===== config.mk =====
export PLATFORM = sky130hd
export DESIGN_NAME = mult_seq
export DESIGN_NICKNAME = d
export VERILOG_FILES = /design/src/rtl/mult_pkg.sv /design/src/rtl/twos_neg.sv /design/src/rtl/mult_seq.sv
export SDC_FILE = /design/constraint.sdc
export NUM_CORES = 1
export LEC_CHECK = 0
export ABC_CLOCK_PERIOD_IN_PS = 8500
export CORE_MARGIN = 2
export CORE_UTILIZATION = 47
export CTS_CLUSTER_DIAMETER = 100
export DETAILED_ROUTE_END_ITERATION = 7
export PLACE_DENSITY = 0.68
export SETUP_SLACK_MARGIN = 0.15
export SLEW_MARGIN = 20
export SYNTH_ARGS = -nofsm -noshare
export SYNTH_HDL_FRONTEND = slang
export SYNTH_HIERARCHICAL = 1
export SYNTH_SLANG_ARGS = --single-unit
export TNS_END_PERCENT = 30

===== constraint.sdc =====
create_clock -name clock -period 8.5 [get_ports clock]
set_input_delay 0.85 -clock clock [delete_from_list [all_inputs] [get_ports clock]]
set_output_delay 0.85 -clock clock [all_outputs]
set_load 0.05 [all_outputs]

===== src/rtl/mult_pkg.sv =====
// Shared types and constants for the sequential shift-add multiplier.
package mult_pkg;

    typedef enum logic [1:0] {
        IDLE = 2'd0,
        RUN  = 2'd1,
        DONE = 2'd2
    } state_t;

    localparam int MULT_WIDTH = 32;

    function automatic int cnt_width(input int w);
        return (w > 1) ? $clog2(w) : 1;
    endfunction

    localparam int MULT_CNT_W = cnt_width(MULT_WIDTH);

endpackage


===== src/rtl/twos_neg.sv =====
// Conditional two's-complement negate: o_val = i_neg ? -i_val : i_val.
module twos_neg #(
    parameter int W = 32
) (
    input  logic [W-1:0] i_val,
    input  logic         i_neg,
    output logic [W-1:0] o_val
);

    assign o_val = i_neg ? (~i_val + W'(1)) : i_val;

endmodule


===== src/rtl/mult_seq.sv =====
// Sequential MULT/MULTU: one shift-add step per cycle over unsigned magnitudes,
// sign applied to the 2*WIDTH product as it is registered into hi/lo.
module mult_seq
    import mult_pkg::*;
#(
    parameter int WIDTH = MULT_WIDTH
) (
    input  logic             clock,
    input  logic             reset,
    input  logic             start,
    input  logic             is_signed,
    input  logic [WIDTH-1:0] multiplicand,
    input  logic [WIDTH-1:0] multiplier,
    output logic             busy,
    output logic             done,
    output logic [WIDTH-1:0] hi,
    output logic [WIDTH-1:0] lo
);

    localparam int CNT_W = (WIDTH == MULT_WIDTH) ? MULT_CNT_W : cnt_width(WIDTH);

    state_t               r_state;
    state_t               w_state_next;
    logic                 w_accept;
    logic                 w_step;
    logic                 w_last;

    logic [CNT_W-1:0]     r_cnt;
    logic                 r_signed;
    logic                 r_sign_xor;
    logic [WIDTH-1:0]     r_mcand;
    logic [WIDTH-1:0]     r_mplier;
    logic [2*WIDTH-1:0]   r_acc;
    logic [WIDTH-1:0]     r_hi;
    logic [WIDTH-1:0]     r_lo;

    logic [WIDTH-1:0]     w_mag_a;
    logic [WIDTH-1:0]     w_mag_b;
    logic [WIDTH:0]       w_sum;
    logic [2*WIDTH-1:0]   w_acc_next;
    logic [2*WIDTH-1:0]   w_product;

    // Magnitudes stay unsigned in WIDTH bits, so the most negative operand is exact.
    twos_neg #(.W(WIDTH)) u_neg_a (
        .i_val (multiplicand),
        .i_neg (is_signed & multiplicand[WIDTH-1]),
        .o_val (w_mag_a)
    );

    twos_neg #(.W(WIDTH)) u_neg_b (
        .i_val (multiplier),
        .i_neg (is_signed & multiplier[WIDTH-1]),
        .o_val (w_mag_b)
    );

    assign w_sum      = {1'b0, r_acc[2*WIDTH-1:WIDTH]}
                      + {1'b0, (r_mplier[0] ? r_mcand : {WIDTH{1'b0}})};
    assign w_acc_next = {w_sum, r_acc[WIDTH-1:1]};

    // Sign is applied to the step-(WIDTH-1) accumulator so hi/lo load in the same edge.
    twos_neg #(.W(2*WIDTH)) u_neg_p (
        .i_val (w_acc_next),
        .i_neg (r_signed & r_sign_xor),
        .o_val (w_product)
    );

    assign w_last = (r_cnt == CNT_W'(WIDTH-1));

    always_ff @(posedge clock or posedge reset) begin
        if (reset) begin
            r_state <= IDLE;
        end else begin
            r_state <= w_state_next;
        end
    end

    always_comb begin
        w_state_next = r_state;
        w_accept     = 1'b0;
        w_step       = 1'b0;
        case (r_state)
            IDLE: begin
                if (start) begin
                    w_accept     = 1'b1;
                    w_state_next = RUN;
                end
            end
            RUN: begin
                w_step = 1'b1;
                if (w_last) begin
                    w_state_next = DONE;
                end
            end
            DONE: begin
                if (start) begin
                    w_accept     = 1'b1;
                    w_state_next = RUN;
                end else begin
                    w_state_next = IDLE;
                end
            end
            default: w_state_next = IDLE;
        endcase
    end

    always_ff @(posedge clock or posedge reset) begin
        if (reset) begin
            r_cnt      <= '0;
            r_signed   <= 1'b0;
            r_sign_xor <= 1'b0;
            r_mcand    <= '0;
            r_mplier   <= '0;
            r_acc      <= '0;
            r_hi       <= '0;
            r_lo       <= '0;
        end else if (w_accept) begin
            r_cnt      <= '0;
            r_signed   <= is_signed;
            r_sign_xor <= multiplicand[WIDTH-1] ^ multiplier[WIDTH-1];
            r_mcand    <= w_mag_a;
            r_mplier   <= w_mag_b;
            r_acc      <= '0;
        end else if (w_step) begin
            r_cnt    <= r_cnt + CNT_W'(1);
            r_acc    <= w_acc_next;
            r_mplier <= r_mplier >> 1;
            if (w_last) begin
                {r_hi, r_lo} <= w_product;
            end
        end
    end

    assign busy = (r_state == RUN);
    assign done = (r_state == DONE);
    assign hi   = r_hi;
    assign lo   = r_lo;

endmodule

# --- Word level (Yosys, flattened, before mapping) ---
# Cells that the tools add are included.
totals:
  elab_cells: 49
  register_bits: 201
  in_bits: 68
  output_inout_bits: 66
op_classes:
  addsub: 5
  muxes: 17
  n_reduce_logical: 5
  n_bitwise: 8
  eq_ne: 5
op_table:
  columns: ["operator", "count"]
  rows:
  - ["$mux W64", 3]
  - ["$mux W32", 5]
  - ["$add A32 B1 Y32 const B", 2]
  - ["$add A64 B1 Y64 const B", 1]
  - ["$not A32 Y32", 2]
  - ["$not A64 Y64", 1]
  - ["$add A32 B32 Y33", 1]
  - ["$mux W5", 2]
  - ["$pmux W2 S3", 1]
  - ["$add A5 B1 Y5 const B", 1]
  - ["$eq A5 B5 Y1 const B", 1]
  - ["$mux W1", 4]
  - ["$mux W2", 2]
  - ["$and A1 B1 Y1", 3]
  - ["$reduce_and A3 Y1", 1]
  - ["$eq A2 B1 Y1 const B", 1]
  - ["$eq A2 B2 Y1 const B", 1]
  - ["$logic_not A2 Y1", 1]
  - ["$ne A2 B1 Y1 const B", 1]
  - ["$ne A2 B2 Y1 const B", 1]
  - ["$reduce_and A2 Y1", 1]
  - ["$reduce_bool A2 Y1", 1]
  - ["$reduce_or A2 Y1", 1]
  - ["$not A1 Y1", 1]
  - ["$xor A1 B1 Y1", 1]

# --- Logic depth before layout (Yosys ltp) ---
logic_depth:
  ltp_word: 5
  depth_mapped: 17
  ltp_nobuf: 16

# --- Hierarchy ---
# Netlist, hierarchy kept.
by_module_without_submodules:
  columns: ["module", "area_each_um2", "seq_area_each_um2", "instances", "cells_per_inst"]
  rows:
  - ["mult_seq", 9442.8, 5004.8, 1, 888]
  - ["twos_neg (u_neg_p)", 1649.1, 0.0, 1, 206]
  - ["twos_neg (u_neg_a ...)", 777.0, 0.0, 2, 99]

# --- Worst setup path before layout ---
# OpenSTA, ideal clock, no wires.
synth_timing:
  path_kind: "register to register"
  start: "reg r_mplier[0]"
  end: "reg r_hi[31], in the netlist hi[31]"
  t_arrival_ps: 4344
  period_less_slack_ps: 4469
  setup_time_ps: 125
  t_required_ps: 8375
  n_path_buf: 1
  path_stages_with_launch: 17
  path_slack_ps: 4031
  cell_sequence: "dfrtp_1 -> clkbuf_1 -> and2_1 -> ha_1 -> and2_4 -> nand3_2 -> or2_0 -> or4_1 -> a21o_1 -> a31oi_1 -> nor2_1 -> or4_4 -> or3_1 -> or4_1 -> o31ai_1 -> xnor2_1 -> mux2_2"
synth_via:
  elab_chain_len: 5
synth_rtl:
  columns: ["item", "line_no", "text"]
  rows:
  - ["start: declaration", "mult_seq.sv:32", "logic [WIDTH-1:0] r_mplier;"]
  - ["start signal: assignment", "mult_seq.sv:121", "r_mplier <= w_mag_b;"]
  - ["start signal: assignment", "mult_seq.sv:126", "r_mplier <= r_mplier >> 1;"]
  - ["$mux W32", "mult_seq.sv:57", "+ {1'b0, (r_mplier[0] ? r_mcand : {WIDTH{1'b0}})};"]
  - ["$add A32 B32 Y33", "mult_seq.sv:57", null]
  - ["via w_sum[26]", "mult_seq.sv:39", "logic [WIDTH:0] w_sum;"]
  - ["$not A64 Y64", "twos_neg.sv:10", "assign o_val = i_neg ? (~i_val + W'(1)) : i_val;"]
  - ["$add A64 B1 Y64", "twos_neg.sv:10", null]
  - ["$mux W64", "twos_neg.sv:10", null]
  - ["via w_product[63]", "mult_seq.sv:41", "logic [2*WIDTH-1:0] w_product;"]
  - ["end signal: assignment", "mult_seq.sv:128", "{r_hi, r_lo} <= w_product;"]
  - ["end: declaration", "mult_seq.sv:34", "logic [WIDTH-1:0] r_hi;"]
# The timed path passes the listed nets, and every way through them passes these cells.
# A chain may end at the register's enable or synchronous reset.

# --- Final worst setup path ---
# Ends and elaborated chain as after synthesis.

==> qor.txt <==
Top cell type's share of synthesized area = 0.396
Pin count of the biggest net entering global routing = 126
Global-route wire length before repair = 49900 um
Clock Tree Buf Depth = 2
Die Y = 168 um
Reg2Reg Depth = 15
Antenna violations before repair = 0
Worst slew margin = 0.296
Fillers = 2407
WL final = 29900 um
Setup tns final = 0 ns
Rows = 60
Setup crit start = r_mplier[0]$_DFFE_PP0P_
Compound-Gate Fraction of Synth Area = 0.186
Power share of the combinational group = 0.565
Post-place instance area = 14200 um2
All-Layer GR Usage = 0.215
Max-slew violation count = 0
R2R Path End = hi[31]$_DFFE_PP0P_
Sw frac = 0.467
1st-iter DRT viols = 660
Hold Vio Cnt, Final = 0
Synth Area in Adders = 0.0382
Share of the yosys chip area belonging to registers = 0.396
CTS Sinks = 200
Area contributors post-synth = dfrtp_1, xnor2_1, nand2_1, mux2_2, a22o_1
Most common flop cell mapped by yosys = dfrtp_1
Number of max-cap violations = 0
Final net count = 1490
Routed Antenna Nets = 0
Cell mode on critical path = o31ai_1
Syn Nets = 1398
Clk pin slew, worst setup/hold paths = 0.08 ns
Proportion of synthesized area in mux cells = 0.0570
Worst vdd ir = 0.182 mV
Post_cts resized = 0
Type of the worst setup path = reg -> reg
IO buf count = 133
Initial core utilization = 0.475
Largest family of logic cells by synthesized area = simple AND/OR/NAND/NOR gates
Flop pwr share = 0.295
R2R Path Start = r_mplier[0]$_DFFE_PP0P_
Critical path launch point type = flop
RSZ-0062 raised after global routing = false
Cell count after synthesis = 1292
F_max = 0.196 GHz
Crit-path cells = and2_1, ha_1, fa_1, a21oi_1, o22ai_1, o2111ai_1, and3_1, o31ai_1, xor2_1, nor4_1, nand3_1, or4_1, o31ai_1, xnor2_1, mux2_2
Mapped cell area = 12600 um2
Clock Tree Root = clkbuf_16
Max stage delay on crit path = 0.64 ns
Die X-Extent = 168 um
Tightest Pin Transition = 1.06 ns
Crit path buffers/inverters = 0
Post-layout min period = 5.11 ns
Vias in the first global route = 9754
Outcome = completed
Clock power frac = 0.141
Count of cell types in the netlist = 74
Setup violations, final = 0
Mean Syn Cell Area = 9.79 um2
Full die area = 28200 um2
Final worst-path cycle share = 0.602
Sequential cell area = 5000 um2
Gp weighted congestion = 0.933
Hold Buf Count CTS = 0
Post-synth top area cell = dfrtp_1
DRC viols = 0
Pre-antenna DRT Iters = 5
Final HPWL DP = 21300 um
Int Pwr = 3.02 mW
Crit. path cell count = 15
Via Count = 9976
CTS tree = done
Top delay family on crit path = simple AND/OR/NAND/NOR gates
Post-synth EDFFs = 0
Synth warn = 6
Layout cell share with drive strength beyond 1 = 0.125
Sw power = 2.65 mW
Core outline area = 26700 um2
Req. time, crit path = 8.82 ns
Multi-input gate area = 7310 um2
Postcts setup bufs = 0
Worst clock skew = 0.0131 ns
Post-DR wirelength/cell = 17.2 um
Dpl ws = 3.50 ns
Final instance area = 14800 um2
Async S/R FF share, synth = 1.00
CP max FO = 33
Number of CTS-inserted buffers = 17
Critical path endpoint = hi[31]$_DFFE_PP0P_
Grt total ovfl = 0
Leak pwr = 6.24 nW
Synth-to-Final Area Change = 16.9%
Reg2reg setup slack = 3.39 ns
H-tree depth = 4
Synth Area in XOR/XNOR = 0.105
Crit path arrival time = 5.43 ns
Final WS setup = 3.39 ns
Pwr dens = 383 nW/um2
Worst Hold Class = reg -> reg
Slowest cell on crit path = dfrtp_1
Diodes inserted = 0
Crit end category = flop
Io pins = 134
Worst-Skew Late Latency = 0.44 ns
Yosys reg bits = 200
Via-to-Cell Ratio = 5.74
Simple-gate share of the synthesized area = 0.192
## cell usage after synthesis, types with 15 or more instances
cell type	count
nand3_1	18
nand2_1	232
and2_1	40
ha_1	37
xnor2_1	141
a22o_1	60
o21ai_0	53
clkbuf_1	48
dfrtp_1	200
nor2_1	27
o41ai_1	18
a21oi_1	30
o31ai_1	41
mux2_2	64
inv_1	20
a22oi_1	31
buf_1	15
## cell type report
type | instances | area share
Sequential cell | 200 | 0.339
Inverter | 20 | 0.00559
Clock inverter | 14 | 0.00897
Clock buffer | 18 | 0.0297
Tap cell | 341 | 0.0289
Timing Repair Buffer | 140 | 0.0936
Multi-Input combinational cell | 1005 | 0.495
## worst reg2reg max path, delay by kind of cell, from the launching register on
kind | cells | cell delay (ns)
multiplexers | 1 | 0.26
AO/OA/AOI/OAI | 5 | 1.13
AND/OR/NAND/NOR | 5 | 2.04
adder cells (fa/ha/maj) | 2 | 0.63
XOR/XNOR | 2 | 0.31
flip-flops | 1 | 0.64
## flip-flops by register name, indices dropped and copies added, names as in the netlist
name / cells
hi: 32
r_signed: 1
r_state: 2
r_mcand: 32
r_mplier: 32
lo: 32
r_sign_xor: 1
r_cnt: 5
r_acc: 63
## layout by cell type (no fill, tap or decap), drive strengths merged, types with 10 or more instances in the layout
cell           instances
nand2                232
dfrtp                200
xnor2                141
clkdlybuf4s50        133
mux2                  64
a22o                  60
o21ai                 58
o31ai                 48
and2                  41
ha                    37
a22oi                 31
a21oi                 31
o41ai                 31
nor2                  28
inv                   26
nand3                 23
clkbuf                18
nor4                  18
or4                   17
or3                   16
nor3                  15
nand2b                13
nand4                 12
xor2                  10
## power by group through the flow
| stage | clock network (mW) | registers [mW] | logic (mW) |
|---|---|---|---|
| 3_5_place_dp | 0 | 1.68 | 3.19 |
| 6_report | 0.797 | 1.67 | 3.20 |
| 2_1_floorplan | 0 | 1.91 | 2.09 |
| 5_1_grt | 0.849 | 1.72 | 3.50 |
| 4_1_cts | 0.813 | 1.67 | 3.19 |
| 3_3_place_gp | 0 | 1.68 | 3.15 |
## routing by layer
metal,vias to the layer above,global-route usage,routed length [um]
met3,29,0.0207,1240
met4,0,0.0571,364
met5,-,0,0
met1,4837,0.318,14900
li1,4861,-,-
met2,249,0.338,13400
## how the worst min path moves through the flow
stage,start,to,slack [ns],depth (start not counted)
2_1_floorplan,r_signed$_DFFE_PP0P_,r_signed$_DFFE_PP0P_,0.44,2
3_3_place_gp,r_signed$_DFFE_PP0P_,r_signed$_DFFE_PP0P_,0.45,2
3_5_place_dp,r_mcand[9]$_DFFE_PP0P_,r_mcand[9]$_DFFE_PP0P_,0.46,2
4_1_cts,r_signed$_DFFE_PP0P_,r_signed$_DFFE_PP0P_,0.47,2
5_1_grt,r_mcand[11]$_DFFE_PP0P_,r_mcand[11]$_DFFE_PP0P_,0.49,2
6_report,r_mcand[9]$_DFFE_PP0P_,r_mcand[9]$_DFFE_PP0P_,0.47,2
## kinds of logic after synthesis
kind of cell	after synthesis
buffers and inverters	87
flip-flops	200
multiplexers	64
XOR/XNOR	151
adder cells (fa/ha/maj)	38
AO/OA/AOI/OAI	305
AND/OR/NAND/NOR	447
## per-stage QoR
step / std cells / util / hold slack (ns) / total power [mW]
detailed placement: 1706 / 0.533 / 0.457 / 4.87
finish: 1738 / 0.555 / 0.470 / 5.67
global placement: 1706 / 0.533 / 0.450 / 4.82
CTS: 1738 / 0.555 / 0.474 / 5.67
floorplan: 1292 / - / 0.438 / 4.01
global route: 1738 / 0.555 / 0.489 / 6.07
Power figures use the tool's default switching activity.
